$ cat src/rtl/ripple_pkg.sv
// Shared widths, FSM encoding and step-period helper for the ripple step-rate controller.
package ripple_pkg;

    localparam int unsigned LEVEL_W   = 3;
    localparam int unsigned MAX_LEVEL = 7;
    localparam int unsigned CNT_W     = 32;

    typedef enum logic {
        RUN  = 1'b0,
        HOLD = 1'b1
    } state_t;

    // Step period for a level: base divided by 2^lvl, never below one clock.
    function automatic logic [CNT_W-1:0] step_period(input logic [CNT_W-1:0]   base,
                                                     input logic [LEVEL_W-1:0] lvl);
        logic [CNT_W-1:0] p;
        p = base >> lvl;
        return (p == '0) ? CNT_W'(1) : p;
    endfunction

endpackage

$ cat src/rtl/ripple_debounce.sv
// Two-flop synchronizer plus stability-count debouncer with a rising-edge press strobe.
module ripple_debounce
#(
    parameter int unsigned DB_CYCLES = 1_000_000
) (
    input  logic clk,
    input  logic rst,
    input  logic raw,
    output logic db,
    output logic press
);

    localparam int unsigned DB_W = $clog2(DB_CYCLES + 1);

    logic            s1;
    logic            s2;
    logic            db_q;
    logic [DB_W-1:0] stable_cnt;

    // db follows s2 only after DB_CYCLES consecutive edges of disagreement
    always_ff @(posedge clk) begin
        if (rst) begin
            s1         <= 1'b0;
            s2         <= 1'b0;
            db         <= 1'b0;
            db_q       <= 1'b0;
            stable_cnt <= '0;
        end else begin
            s1   <= raw;
            s2   <= s1;
            db_q <= db;
            if (s2 == db) begin
                stable_cnt <= '0;
            end else if (stable_cnt == DB_W'(DB_CYCLES - 1)) begin
                db         <= s2;
                stable_cnt <= '0;
            end else begin
                stable_cnt <= stable_cnt + DB_W'(1);
            end
        end
    end

    assign press = db & ~db_q;

endmodule

$ cat src/rtl/ripple_rate_ctrl.sv
// Speed-level and step-pulse generator for the rippling LED stage.
// Optional feature: define RIPPLE_SINGLE_STEP_EN for single-step on "faster" while paused.
module ripple_rate_ctrl
    import ripple_pkg::*;
#(
    parameter int unsigned BASE_DIV  = 50_000_000,
    parameter int unsigned DB_CYCLES = 1_000_000
) (
    input  logic               clk,
    input  logic               rst,
    input  logic               btn_up,
    input  logic               btn_down,
    input  logic               sw_pause,
    output logic               step,
    output logic [LEVEL_W-1:0] level,
    output logic               paused
);

    localparam logic [CNT_W-1:0] BASE = CNT_W'(BASE_DIV);

    state_t             state;
    state_t             state_n;
    logic [LEVEL_W-1:0] level_n;
    logic [CNT_W-1:0]   cnt;
    logic [CNT_W-1:0]   cnt_n;
    logic [CNT_W-1:0]   period_c;
    logic               step_n;
    logic               hold_c;
    logic               lvl_en_c;
    logic               single_c;

    logic up_db, up_press;
    logic down_db, down_press;
    logic pause_db, pause_press;
    logic unused_c;

    ripple_debounce #(.DB_CYCLES(DB_CYCLES)) u_db_up (
        .clk   (clk),
        .rst   (rst),
        .raw   (btn_up),
        .db    (up_db),
        .press (up_press)
    );

    ripple_debounce #(.DB_CYCLES(DB_CYCLES)) u_db_down (
        .clk   (clk),
        .rst   (rst),
        .raw   (btn_down),
        .db    (down_db),
        .press (down_press)
    );

    ripple_debounce #(.DB_CYCLES(DB_CYCLES)) u_db_pause (
        .clk   (clk),
        .rst   (rst),
        .raw   (sw_pause),
        .db    (pause_db),
        .press (pause_press)
    );

    assign unused_c = ^{up_db, down_db, pause_press};

    assign period_c = step_period(BASE, level);

`ifdef RIPPLE_SINGLE_STEP_EN
    // While held, "faster" becomes a single-step request and level is frozen
    assign lvl_en_c = (state == RUN);
    assign single_c = (state == HOLD) && up_press;
`else
    assign lvl_en_c = 1'b1;
    assign single_c = 1'b0;
`endif

    always_ff @(posedge clk) begin
        if (rst) begin
            state <= RUN;
            level <= '0;
            cnt   <= '0;
            step  <= 1'b0;
        end else begin
            state <= state_n;
            level <= level_n;
            cnt   <= cnt_n;
            step  <= step_n;
        end
    end

    assign paused = (state == HOLD);

    always_comb begin
        state_n = state;
        level_n = level;
        cnt_n   = cnt;
        step_n  = 1'b0;
        hold_c  = 1'b0;

        case (state)
            RUN:     if (pause_db)  state_n = HOLD;
            HOLD:    if (!pause_db) state_n = RUN;
            default: state_n = RUN;
        endcase

        // Freeze on the entry edge too, so no step escapes as paused rises
        hold_c = (state == HOLD) || (state_n == HOLD);

        if (lvl_en_c) begin
            if (up_press && !down_press && (level != LEVEL_W'(MAX_LEVEL))) begin
                level_n = level + LEVEL_W'(1);
            end else if (down_press && !up_press && (level != '0)) begin
                level_n = level - LEVEL_W'(1);
            end
        end

        // Priority: level change, then hold, then terminal count
        if (level_n != level) begin
            cnt_n = '0;
        end else if (hold_c) begin
            step_n = single_c;
        end else if (cnt == (period_c - CNT_W'(1))) begin
            cnt_n  = '0;
            step_n = 1'b1;
        end else begin
            cnt_n = cnt + CNT_W'(1);
        end
    end

endmodule

$ cat config.mk
export PLATFORM = sky130hd
export DESIGN_NAME = ripple_rate_ctrl
export DESIGN_NICKNAME = d
export VERILOG_FILES = /design/src/rtl/ripple_pkg.sv /design/src/rtl/ripple_debounce.sv /design/src/rtl/ripple_rate_ctrl.sv
export SDC_FILE = /design/constraint.sdc
export NUM_CORES = 1
export LEC_CHECK = 0
export BUFFER_PORTS_ARGS = -buffer_cell sky130_fd_sc_hd__buf_2
export CAP_MARGIN = 20
export CORE_MARGIN = 2
export CORE_UTILIZATION = 55
export CTS_BUF_LIST = sky130_fd_sc_hd__clkbuf_16
export CTS_CLUSTER_DIAMETER = 60
export DETAILED_ROUTE_END_ITERATION = 6
export PLACE_DENSITY = 0.71
export SLEW_MARGIN = 20
export SYNTH_ARGS = -nofsm -noshare
export SYNTH_HDL_FRONTEND = slang
export SYNTH_SLANG_ARGS = --single-unit
$ cat constraint.sdc
create_clock -name clk -period 4.4 [get_ports clk]
set_input_delay 0.22 -clock clk [delete_from_list [all_inputs] [get_ports clk]]
set_output_delay 0.22 -clock clk [all_outputs]
set_load 0.02 [all_outputs]
* Word-level counts from Yosys, hierarchy flattened *
Cells that the tools add are included.
Widths: inputs -> output; s select.

word-level totals
  flip-flop bits (word level) = 108
  bits of input ports = 5
  output and inout port bits = 5
  logic and storage cells = 65

cells by class
  $add $sub $neg = 7
  equality and inequality tests = 9
  shifts and indexed selects = 1
  muxes and demuxes = 6
  bitwise logic cells = 7
  reductions and logical operators = 17

operators by type and width
  kind                   count
  $mux 32                2
  $add 20x1->20 const B  3
  $eq 20x20->1 const B   3
  $add 32x1->32 const B  1
  $eq 32x32->1           1
  $logic_not 32->1       1
  $shr 26x3->32 const A  1
  $sub 32x1->32 const B  1
  $reduce_or 3->1        4
  $mux 3                 2
  $reduce_and 2->1       3
  $not 1->1              5
  $logic_and 1x1->1      4
  $add 3x1->3 const B    1
  $eq 1x1->1             3
  $ne 3x3->1             1
  $ne 3x3->1 const B     1
  $reduce_bool 3->1      1
  $sub 3x1->3 const B    1
  $and 1x1->1            2
  $logic_not 1->1        2
  $mux 1                 2
  $reduce_or 2->1        1
  $logic_or 1x1->1       1

* Depth between registers and ports, before layout *
Gate-level depths: netlist of the first run.

  depth in word-level cells = 9
  depth in mapped cells = 14
  mapped depth without buffers = 12

* Hierarchy *
Synthesis of the first run repeated with hierarchy kept, for this count alone.

unflattened totals
  cells, all modules = 725
  area total of the unflattened synthesis = 6,170.9 um2

modules (own cells, without submodules)
  module            times used  cells each  area an instance (um2)  seq. area each (um2)
  ripple_debounce   3           116         1,048.5                 480.5
  ripple_rate_ctrl  1           377         3,025.4                 740.7

* Worst setup path after synthesis of the first run *
No wires, ideal clock.

  path kind = register to register
  from = register level[1]
  to = register cnt[21]
  setup time = 0.132 ns
  arrival time = 3.342 ns
  required time = 4.268 ns
  setup slack = 0.926 ns
  stages on the path, launching flop included = 13
  buffers on the path = 2
  period minus slack after synthesis = 3.474 ns
  path through = dfxtp_1 -> inv_1 -> ha_1 -> ha_1 -> or4_4 -> nor4_4 -> xnor3_1 -> a221oi_2 -> o2111ai_2 -> nor3_2 -> buf_4 -> buf_6 -> nor3_1

on the way
  word-level cells in the longest chain between the ends = 6
  elaborated cells on any way between the ends = 16
  classes of those cells = add/sub (3); eq/ne (3); shift (1); mux (4); reduce/logical (5)

ends and longest elaborated chain
  item                                                   RTL line                                          source
  start: declaration                                     ripple_rate_ctrl.sv:15                            output logic [LEVEL_W-1:0] level,
  start signal: assignment                               ripple_rate_ctrl.sv:82                            level <= level_n;
  $shr 26x3->32 or $reduce_bool 3->1 (tied branches)     ripple_pkg.sv:17, ripple_rate_ctrl.sv:109
  $logic_not 32->1 or $logic_and 1x1->1 (tied branches)  ripple_pkg.sv:18, ripple_rate_ctrl.sv:109
  $mux 32 or $mux 3 (tied branches)                      ripple_pkg.sv:18, ripple_rate_ctrl.sv:109
  $sub 32x1->32 or $mux 3 (tied branches)                ripple_rate_ctrl.sv:119, ripple_rate_ctrl.sv:107
  $eq 32x32->1 or $ne 3x3->1 (tied branches)             ripple_rate_ctrl.sv:119, ripple_rate_ctrl.sv:115
  $mux 32 or $reduce_or 2->1 (tied branches)             n/a
  end signal: assignment                                 ripple_rate_ctrl.sv:83                            cnt <= cnt_n;
  end: declaration                                       ripple_rate_ctrl.sv:24                            logic [CNT_W-1:0] cnt;

Several ways; a longest one is shown, not always the timed one.
A chain may end at the register's enable or synchronous reset.

* Worst setup path after layout of the first run *
  from = register level[1]
  to = register cnt[11]

Same word-level chain as after synthesis.

==> results of run 1 <==
logic make-up (layout without fill, tap and decap cells):
| group | Yosys count | count (layout) |
|---|---|---|
| muxes | 10 | 10 |
| adders and majority gates | 17 | 17 |
| AOI/OAI and AO/OA | 42 | 42 |
| xor gates and xnor gates | 103 | 103 |
| buffers and inverters | 46 | 46 |
| DFF | 108 | 108 |
| and+or+nand+nor | 335 | 335 |
stage by stage:
stage          hold slack (ps)  utilization, %  cell area, um^2  worst slack, ps  cells
2_1_floorplan            348.2               -             5573            925.8    661
4_1_cts                  76.64           60.92             5982            594.5    793
5_1_grt                  106.3           60.97             5987            348.5    794
6_report                 82.63           60.97             5987            553.3    794
3_3_place_gp             422.5           57.99             5694            835.3    779
3_5_place_dp             430.0           57.99             5694            638.7    779
final cells by class:
cell class                      count  area [um^2]  share of cell area [%]
Clock buffer                        9        225.2                   3.762
Clock inverter                      5        62.56                   1.045
Inverter                           18        67.56                   1.129
Multi-Input combinational cell    507         3223                   53.83
Sequential cell                   108         2162                   36.11
Tap cell                          133        166.4                   2.780
Timing Repair Buffer               14        80.08                   1.338
worst max-delay path: stages, from the launching register on:
cell and delay (ps):
dfxtp_1 610, inv_1 200, ha_1 340, ha_1 300, or4_4 580, nor4_4 160, xnor3_1 370, a221oi_2 230
o2111ai_2 270, nor3_2 220, buf_4 330, nor3_1 100
routing by layer:
metal,track usage [%],up-vias
li1,-,2243
met1,27.73,2060
met2,36.37,65
met3,4.492,12
met4,6.000,0
met5,0,-
sequential cells by signal, indices dropped and copies added (netlist names):
signal	cells
u_db_pause.db	1
u_db_pause.stable_cnt	20
step	1
u_db_up.s1	1
u_db_up.stable_cnt	20
u_db_down.s1	1
paused	1
cnt	32
u_db_pause.s1	1
u_db_down.db	1
u_db_pause.s2	1
u_db_up.s2	1
u_db_up.db_q	1
u_db_down.stable_cnt	20
level	3
u_db_down.s2	1
u_db_down.db_q	1
u_db_up.db	1
power by group through the flow:
stage / Combinational (mW) / Clock, mW / Sequential (mW)
final: 0.0293 / 0.797 / 0.988
after detailed placement: 0.0293 / 0 / 1.01
after global routing: 0.0338 / 0.856 / 0.988
after CTS: 0.0295 / 0.821 / 0.987
after global placement: 0.0293 / 0 / 1.01
after floorplan: 0.0229 / 0 / 1.01
worst max-delay path by stage:
stage                         end  slack (ps)  cells after the start
final                     cnt[11]         550                     11
after global routing       cnt[9]         350                     11
after CTS                 cnt[11]         590                     11
after detailed placement  cnt[15]         640                     11
after global placement    cnt[11]         840                     11
after floorplan           cnt[21]         930                     12
layout by cell type, fill, tap and decap left out, types with 2 or more instances in the layout:
master     count
nand2b_1       4
a31oi_1        2
mux2i_1        9
nor4b_1        5
o22ai_1        4
dfxtp_1      108
nand4_1       14
xor2_1        48
nor4bb_1       2
o21ai_0        5
or2_2          4
xnor2_1       54
and2_1         3
nor2b_1       19
nor3_1        41
and3_1        19
buf_2          9
nand2_1       48
clkbuf_16      9
and4_1         7
nor2_1        97
o21a_1         4
nor4_1         6
a211o_1        2
inv_1         18
buf_4          4
nand3_1       45
ha_1          17
nor3b_1        6
nand3b_1       2
o211ai_1       4
or3_1          9
a21oi_1       10
==> metrics.txt, run 1 <==
Pleak=roughly 2.0 nW; Max Cap Viol=0; DP Wirelength=between 8 and 9 mm; clk sinks=108; WHS Path Cells=2; Core Region=9819 um^2; RSZ-0062 raised after global routing=no; area grow syn2layout=7.431%; nets=between 600 and 700; die width=~100 um; final wirelength=11.16 mm; synthesized area=5573 um^2; vias per cell=around 5.5; CP required=~4600 ps; overall power=between 1.5 and 2 mW; CP startpoint=level[1]; P per Cell Area=between 300 and 400 nW/um^2; RR Startpoint=level[1]; synth warn=0; Setup Buffers After CTS=0; DR DRC count=0; Site Rows=36; Post-Syn Nets=683; Hold Crit Class=input port to flip-flop; ranking of synthesized cells by area=dfxtp_1, xnor2_1, xor2_1; worst-skew pair later-pin latency=around 340 ps; Comb power frac=1.6%; sequential-to-total area share from yosys stat=38.80%; Clock transition at path regs=70 ps; clock root cell=clkbuf_16; Hold Path Sink=u_db_pause.s1; sequential share of power=54.4%; via count=between 4000 and 5000; initial antenna violation count=0; RR Endpoint=cnt[11]; largest net degree at the start of global routing=34; first-pass GRT wire length=19.56 mm; gpl congestion=0.9298; H-tree levels=3; share of synthesized flip-flops with an asynchronous set or reset=0%; status=finished, final reports clean; CTS tree=yes; Met2 Routed Length=5.339 mm; Post-synth EDFFs=0; Clk pwr share=between 40% and 50%; routed length per instance=14.05 um; Min-Delay Startpoint=sw_pause; Slew Viols, Final=0; DR pass1 iterations=4; DR top layer=met4; synth unique cells=52; Max Buffers Root-to-Sink=2; Post-Syn Area per Cell=8.431 um^2; Fill cells=892; Initial Utilization=between 50% and 60%; Die Footprint=roughly 11000 um^2; Synth Area in Compound Gates=5.299%; Fin. Hold Viols=0; Post-Synth XOR/XNOR Area=between 10% and 20%; # hold bufs at CTS=0; setup TNS=0 ps; commonest cells in the netlist=dfxtp_1, nor2_1, xnor2_1; Die H=104.7 um; most common cell in the synthesized netlist=dfxtp_1; WP data arrival=4060 ps; CP Launch Type=flip-flop; clock skew=slightly below 7 ps; Peak VDD IR=0.0003545 V; switching share of power=20.98%; CP max FO=29; main combinational cell family by area after synthesis=simple AND/OR/NAND/NOR gates; Overflow after GRT=0; Synth Flop Type=dfxtp_1; metal3 WL=326 um; Setup violations, final=0; cells after synthesis=661; DRT met1 WL=5.327 mm; Yosys top cell area share=38.80%; Psw=380.6 uW; period utilisation layout=87.43%; Worst slew margin=43.69%; ant diodes=0; Setup crit end kind=flip-flop; Worst Reg-to-Reg Cells=11; Iteration-0 DRC Markers=between 150 and 200; worst slew pin tran=roughly 840 ps; layout cells sized above 1=5.598%; largest area contributor in the netlist=dfxtp_1; Period minus WS final=3847 ps; io pins=10; fmax=around 260 MHz; # port buffers=9; GRT Util Overall=21.47%; internal power=1.434 mW; Post-Synth Adder-Cell Area=between 3 and 4%; post_cts resized=0; critical path class=flip-flop to flip-flop; Yosys reg bits=108; antenna viol nets, final=0; mux contribution to synthesized area=1.819%; simple logic cell fraction of the synthesized area=30.47%; vias in the first global route=4220; CTS Buf Count=9; reg2reg setup slack=550 ps
No activity file was read; power rests on OpenSTA's default activity.
==> inputs of run 2 (changes only) <==
RECOVER_POWER = 50   (was unset)
==> run 2 against run 1 <==
Count of clock-buffer cells in the layout stayed put. Final cell count stayed put. Via count increased by 0.73%. Global-route usage is the same. Total power hardly changed. Critical endpoint unchanged. Highest routed layer unchanged.
==> metrics.txt, run 2 (same netlist as run 1, synthesis figures left out) <==
clock root cell=clkbuf_16; period utilisation layout=about 90%; Buf/Inv on CP=2; Overflow after GRT=0; Peak VDD IR=0.0003542 V; gpl congestion=just over 0.9; Worst Reg-to-Reg Cells=11; nets=between 600 and 700; CP Depth=11; end of the critical path=cnt[11]; critical path class=flip-flop to flip-flop; area grow syn2layout=7.252%; Placement Setup Slack=638.7 ps; via count=4412; Die Footprint=approximately 11000 um^2; most common cell after layout, fill and taps aside=dfxtp_1; ant diodes=0; CP max FO=29; FF/Latch Area=2162 um^2; Setup violations, final=0; Psw=381.3 uW; area occupied by multi-input gates=3223 um^2; Core Region=about 9800 um^2; setup TNS=0 ps; Hold Crit Class=input port to flip-flop; worst-skew pair later-pin latency=roughly 340 ps; CP Cell Sequence=inv_1 > ha_1 > ha_1 > or4_4 > nor4_4 > xnor3_1 > a221oi_2 > o2111ai_2 > nor3_2 > buf_4 > nor3_1; clk sinks=108; Fin. Hold Viols=0; cell family with the largest share of critical-path delay=simple AND/OR/NAND/NOR gates; RR Endpoint=cnt[11]; DR DRC count=0; Comb power frac=1.6%; Die H=104.7 um; Site Rows=36; RR Startpoint=level[1]; GRT Util Overall=a little over a fifth; most frequent CP cell=ha_1; Fill cells=between 800 and 900; final wirelength=~11 mm; DR pass1 iterations=4; status=finished, final reports clean; clock skew=7.294 ps; Iteration-0 DRC Markers=187; Initial Utilization=56.75%; post_cts resized=0; Worst slew margin=42.49%; sequential share of power=54.4%; switching share of power=between 20% and 30%; overall power=between 1.5 and 2 mW; fin area=between 5000 and 6000 um^2; Pleak=1.954 nW; most frequent cells in the layout=dfxtp_1, nor2_1, xnor2_1; die width=104.7 um; CP required=4610 ps; Hold Slack=~85 ps; vias in the first global route=between 4000 and 5000; internal power=1.433 mW; P per Cell Area=303.6 nW/um^2; layout cells sized above 1=4.690%; Slew Viols, Final=0; CTS tree=yes; Setup crit end kind=flip-flop; vias per cell=approximately 5.6; Clock transition at path regs=70 ps; slowest stage cell, crit path=dfxtp_1; Clk pwr share=44.0%; CTS Buf Count=9; WP data arrival=just over 4000 ps; CP max stage delay=slightly above 600 ps; CP Launch Type=flip-flop; RSZ-0062 raised after global routing=no; Setup Buffers After CTS=0; Max Buffers Root-to-Sink=2; H-tree levels=3; Period minus WS final=3853 ps; max reg flops=32; # hold bufs at CTS=0; worst slew pin tran=856.0 ps; final worst setup slack=approximately 550 ps; antenna viol nets, final=0; DP Wirelength=between 8 and 9 mm; initial antenna violation count=0; reg2reg setup slack=roughly 550 ps; io pins=10; placed instance area=5694 um^2; Biggest register=cnt; # port buffers=9; Max Cap Viol=0; largest net degree at the start of global routing=34; first-pass GRT wire length=around 20 mm; fmax=259.5 MHz; CP startpoint=level[1]; routed length per instance=14.05 um
## run 2: worst min path at each step
stage	start	to	cells after the start
floorplan	btn_down	u_db_down.s1	1
global placement	u_db_down.s1	u_db_down.s2	1
detailed placement	u_db_down.s1	u_db_down.s2	1
CTS	sw_pause	u_db_pause.s1	2
global route	btn_down	u_db_down.s1	2
finish	sw_pause	u_db_pause.s1	2
## run 2: cell type report
| cell class | count | share of cell area (%) |
|---|---|---|
| inverters | 18 | 1.130 |
| clock buffers | 9 | 3.768 |
| clock inverters | 5 | 1.047 |
| multi-input cells | 507 | 53.93 |
| well taps | 133 | 2.784 |
| flip-flops and latches | 108 | 36.17 |
| repair buffers | 14 | 1.172 |
## run 2: metrics by stage
| stage | util [%] | instances |
|---|---|---|
| after floorplan | - | 661 |
| after global routing | 60.87 | 794 |
| final | 60.87 | 794 |
| after global placement | 57.99 | 779 |
| after CTS | 60.92 | 793 |
| after detailed placement | 57.99 | 779 |
## run 2: worst register-to-register path: stages, from the launching register on
cell       delay, ps
dfxtp_1          610
inv_1            200
ha_1             340
ha_1             310
or4_4            580
nor4_4           160
xnor3_1          370
a221oi_2         230
o2111ai_2        270
nor3_2           230
buf_4            330
nor3_1           110
## run 2: per-layer routing
layer  track usage (%)  share of wire [%]  vias up
li1                  -                  -     2242
met1             27.73                 47     2079
met2             36.37                 48       77
met3             4.492                3.4       14
met4             6.000                1.6        0
met5                 0                  0        -
## run 2: power groups by stage
stage | clock network, mW | logic (mW) | registers [mW]
after floorplan | 0 | 0.0229 | 1.01
after global placement | 0 | 0.0293 | 1.01
after detailed placement | 0 | 0.0293 | 1.01
after CTS | 0.821 | 0.0295 | 0.987
after global routing | 0.856 | 0.0336 | 0.988
final | 0.798 | 0.0293 | 0.988
